--- src/rtl/seg_display_ctrl.sv ---
// Memory-mapped 4-digit seven-segment display peripheral on the MEM-stage bus.
// Holds a 16-bit hex value and scans its digits onto active-low leds/an pins.
module seg_display_ctrl #(
    parameter logic [31:0] BASE_ADDR = 32'h4000_0010,
    parameter int unsigned SCAN_DIV  = 50000
) (
    input  logic        clk,
    input  logic        rst,
    input  logic        MemRead,
    input  logic        MemWrite,
    input  logic [31:0] Address,
    input  logic [31:0] Write_data,
    output logic [31:0] Read_data,
    output logic [6:0]  leds,
    output logic [3:0]  an
);

    localparam logic [31:0] CTRL_ADDR = BASE_ADDR + 32'd4;
    localparam logic [19:0] CNT_MAX   = 20'(SCAN_DIV - 1);

    logic [15:0] data_q, data_d;
    logic [1:0]  ctrl_q, ctrl_d;
    logic [19:0] cnt_q, cnt_d;
    logic [1:0]  idx_q, idx_d;
    logic [3:0]  an_q, an_d;
    logic [6:0]  leds_q, leds_d;

    logic        hit_data;
    logic        hit_ctrl;
    logic [3:0]  nibble;
    logic        upper_zero;
    logic        blank;

    function automatic logic [6:0] seg(input logic [3:0] v);
        logic [6:0] s;
        unique case (v)
            4'h0: s = 7'b1000000;
            4'h1: s = 7'b1111001;
            4'h2: s = 7'b0100100;
            4'h3: s = 7'b0110000;
            4'h4: s = 7'b0011001;
            4'h5: s = 7'b0010010;
            4'h6: s = 7'b0000010;
            4'h7: s = 7'b1111000;
            4'h8: s = 7'b0000000;
            4'h9: s = 7'b0010000;
            4'hA: s = 7'b0001000;
            4'hB: s = 7'b0000011;
            4'hC: s = 7'b1000110;
            4'hD: s = 7'b0100001;
            4'hE: s = 7'b0000110;
            4'hF: s = 7'b0001110;
        endcase
        return s;
    endfunction

    assign hit_data = (Address == BASE_ADDR);
    assign hit_ctrl = (Address == CTRL_ADDR);

    always_comb begin
        data_d = data_q;
        ctrl_d = ctrl_q;
        if (MemWrite && hit_data) begin
            data_d = Write_data[15:0];
        end
        if (MemWrite && hit_ctrl) begin
            ctrl_d = Write_data[1:0];
        end
    end

    // Scan timing is independent of EN so re-enabling lands mid-rotation.
    always_comb begin
        cnt_d = cnt_q + 20'd1;
        idx_d = idx_q;
        if (cnt_q == CNT_MAX) begin
            cnt_d = 20'd0;
            idx_d = idx_q + 2'd1;
        end
    end

    always_comb begin
        nibble     = data_q[3:0];
        upper_zero = 1'b0;
        unique case (idx_q)
            2'd0: begin
                nibble     = data_q[3:0];
                upper_zero = 1'b0;
            end
            2'd1: begin
                nibble     = data_q[7:4];
                upper_zero = (data_q[15:4] == 12'd0);
            end
            2'd2: begin
                nibble     = data_q[11:8];
                upper_zero = (data_q[15:8] == 8'd0);
            end
            2'd3: begin
                nibble     = data_q[15:12];
                upper_zero = (data_q[15:12] == 4'd0);
            end
        endcase
    end

    assign blank = ctrl_q[1] & upper_zero;

    always_comb begin
        an_d   = 4'b1111;
        leds_d = 7'b1111111;
        if (ctrl_q[0] && !blank) begin
            an_d   = ~(4'b0001 << idx_q);
            leds_d = seg(nibble);
        end
    end

    always_comb begin
        Read_data = 32'h0;
        if (MemRead && hit_data) begin
            Read_data = {16'h0, data_q};
        end else if (MemRead && hit_ctrl) begin
            Read_data = {30'h0, ctrl_q};
        end
    end

    always_ff @(posedge clk or posedge rst) begin
        if (rst) begin
            data_q <= 16'h0;
            ctrl_q <= 2'b01;
            cnt_q  <= 20'd0;
            idx_q  <= 2'd0;
            an_q   <= 4'b1111;
            leds_q <= 7'b1111111;
        end else begin
            data_q <= data_d;
            ctrl_q <= ctrl_d;
            cnt_q  <= cnt_d;
            idx_q  <= idx_d;
            an_q   <= an_d;
            leds_q <= leds_d;
        end
    end

    assign an   = an_q;
    assign leds = leds_q;

endmodule

--- config.mk ---
export PLATFORM = sky130hd
export DESIGN_NAME = seg_display_ctrl
export DESIGN_NICKNAME = d
export VERILOG_FILES = /design/src/rtl/seg_display_ctrl.sv
export SDC_FILE = /design/constraint.sdc
export NUM_CORES = 1
export LEC_CHECK = 0
export CORE_ASPECT_RATIO = 0.7
export CORE_MARGIN = 5
export CORE_UTILIZATION = 25
export CTS_BUF_LIST = sky130_fd_sc_hd__clkbuf_8 sky130_fd_sc_hd__clkbuf_16
export CTS_CLUSTER_SIZE = 20
export DETAILED_ROUTE_END_ITERATION = 7
export HOLD_SLACK_MARGIN = 0.05
export PLACE_DENSITY = 0.61
export SYNTH_ARGS = -nofsm -noshare
export SYNTH_HDL_FRONTEND = slang
export SYNTH_SLANG_ARGS = --single-unit
--- constraint.sdc ---
create_clock -name clk -period 4.5 [get_ports clk]
set_input_delay 1.125 -clock clk [delete_from_list [all_inputs] [get_ports clk]]
set_output_delay 1.125 -clock clk [all_outputs]
set_load 0.02 [all_outputs]
==> metrics, run 1 <==
status=completed; Netlist cell types=45; most frequent cells in the layout=clkdlybuf4s50_1 (64), dfrtp_1 (39), mux2_2 (20); Starting DRT DRC Count=158; CTS Root Cell=clkbuf_16; residual DRC count=0; DR pass1 iterations=4; antenna violations before repair=0; Syn Inst Count=264; Final period util=94.87%; Worst Clk Skew=0.01005 ns; Post-synth top flop=dfrtp_1; switching share of power=23.23%; clk buf depth=2; NumNets Final=429; Critical Path, Cell by Cell=clkdlybuf4s50_1, nor4_1, nand4_1, buf_4, nor2_1, and3_1, clkdlybuf4s50_1; gp weighted congestion=0.7732; P_sw=215.8 uW; critical path class=input pin to output port; most common cell after layout, fill and taps aside=clkdlybuf4s50_1; syn avg cell area=10.78 um^2; crit path from=Address[13]; dpl ws=-0.01092 ns; layout cells sized above 1=16.00%; H-tree Lvls=2; clock sink count=51; cts bufs inserted=5; # IOs=111; crit path max fanout=3; Via density=4.366; Critical-path top delay cell=clkdlybuf4s50_1; Post-DP HPWL=5.580 mm; final hold vios=0; GRT Overall Usage=10.83%; startpoint types=input pin; postcts setup bufs=0; via count=2196; sequential area share after synthesis=45.36%; min-delay src=cnt_q[19]; Worst slew margin=29.30%; first-pass GRT wire length=11.74 mm; maximum VDD drop=0.0001377 V; Initial Util=25.67%; crit path capture type=output port; GRT overflow=0; slowest stage delay, CP=0.61 ns; WL final=7.191 mm; EDFF count, synth=0; RSZ-0062 raised after global routing=no; hold slack final=0.4756 ns; Placed Cells=495; design area=3975 um^2; Clock power frac=43.1%; overall die width=137.5 um; setup violators final=0; die footprint=13650 um^2; crit path time final=4.269 ns; mapped cell area=2846 um^2; final worst setup slack=0.2311 ns; Avg WL per Cell=14.30 um; worst min path class=flop to flop; Pleak=0.001903 uW; largest net degree at the start of global routing=52; Yosys Warn Count=0; worst path arrival time=3.14 ns; critical path's most frequent cell=clkdlybuf4s50_1; Async S/R FF share, synth=100.0%; vias in the first global route=2191; Diodes inserted=0; Worst-path clk slew=0.07 ns; PwrDens=233.7 nW/um^2; RR Startpoint=idx_q[0]; Internal Power=713.1 uW; IO Port Bufs=78; flops & latches, synth=51; Seq pwr share=49.4%; actual slew at the worst max-slew pin=1.059 ns; Critical Path RT=3.38 ns; area grow syn2layout=39.65%; max-cap violations=0; antenna-violating nets left=0; Pins Over Slew Limit=0; die height=99.28 um; num rows=32; Placed Area=3774 um^2; worst skew pair latency=0.30 ns; core area=11090 um^2; CTS tree=yes; Non-Filler Instances=503; Comb pwr share=7.5%; fmax=0.2343 GHz
-- layout make-up --
cell class,count,area (um^2)
clock buffers,5,125.1
fillers,1138,7116
inverters,14,52.55
multi-input cells,194,1433
well taps,153,191.4
flip-flops and latches,51,1291
clock inverters,3,28.78
repair buffers,83,853.3
-- registers in the layout, indices dropped and copies added, names as in the netlist --
| name | cells |
|---|---|
| cnt_q | 20 |
| data_q | 16 |
| leds | 7 |
| an | 4 |
| ctrl_q | 2 |
| idx_q | 2 |
-- worst max-delay path: cells and delay by family --
family	cells	cell delay, ns
buffers and inverters	3	1.21
and+or+nand+nor	4	0.80
-- stage by stage --
stage / setup TNS (ns) / power [uW] / util, %
2_1_floorplan: 0 / 498.5 / -
3_3_place_gp: -0.7010 / 535.3 / 34.03
3_5_place_dp: -0.02937 / 536.5 / 34.03
4_1_cts: 0 / 943.4 / 35.47
5_1_grt: 0 / 969.7 / 35.84
6_report: 0 / 928.8 / 35.84
-- power by group through the flow --
stage	clock network, uW	registers, uW	logic, uW
floorplan	0	467	31.4
global route	435	458	76.2
finish	400	459	69.9
CTS	415	458	69.8
detailed placement	0	467	69.4
global placement	0	467	68.2
-- routing by layer --
| metal | vias up | global-route usage, % | wire length (um) |
|---|---|---|---|
| li1 | 1084 | - | - |
| met1 | 1062 | 17.27 | 3639 |
| met2 | 48 | 14.17 | 3050 |
| met3 | 2 | 2.528 | 469 |
| met4 | 0 | 3.067 | 31 |
| met5 | - | 0 | 0 |
-- cell families after synthesis --
| kind of cell | synth area share (%) |
|---|---|
| simple gates | 18.86 |
| buf+inv | 6.725 |
| other cells | 0.1317 |
| mux | 9.846 |
| compound gates | 8.264 |
| flops | 45.36 |
| fa+ha+maj | 5.275 |
| xor+xnor | 5.538 |
-- final timing paths --
kind                       slack, ns            to  cells after the start
max                             0.23  Read_data[1]                      7
min                             0.48     cnt_q[19]                      1
max reg2reg                     1.86       leds[0]                      9
min reg2reg                     0.48     cnt_q[19]                      1
max in group asynchronous       2.43      cnt_q[1]                      2
min in group asynchronous       1.41     data_q[0]                      2
-- synth_stat cells, types with 2 or more instances --
cell type	number	share of area [%]
dfrtp_1	39	34
mux2_2	20	7.9
buf_4	17	4.5
nor2_1	15	2.0
and2_1	14	3.1
nand3_1	14	2.5
inv_1	13	1.7
xnor2_1	13	4.0
dfstp_2	12	11
ha_1	12	5.3
nand2_1	12	1.6
nor4_1	9	2.0
nand4_1	5	1.1
xor2_1	5	1.5
a211oi_1	4	1.1
a21oi_1	4	0.70
a222oi_1	4	1.4
and3_1	4	0.88
mux2i_1	4	1.4
nor3_1	4	0.70
nor4b_1	4	1.2
clkbuf_1	3	0.40
o211ai_1	3	0.79
o21ai_0	3	0.53
a211o_1	2	0.62
a21o_1	2	0.53
a22oi_1	2	0.53
nand2b_1	2	0.44
nor2b_1	2	0.44
nor4_4	2	1.5
-- what timing repair did --
| item | 4_1_cts | 5_1_grt |
|---|---|---|
| hold buffers | 0 | 0 |
| setup endpoints to repair | 14 | 14 |
| hold endpoints to repair | 0 | 0 |
| gates resized for setup | 1 | 15 |
Power figures use the tool's default switching activity.
==> run 2: changes to the inputs <==
Settings changed: HOLD_SLACK_MARGIN 0.05 to 0.1.
==> results of run 2 <==
The final DEF is identical to that of run 1; final timing and power are the same.
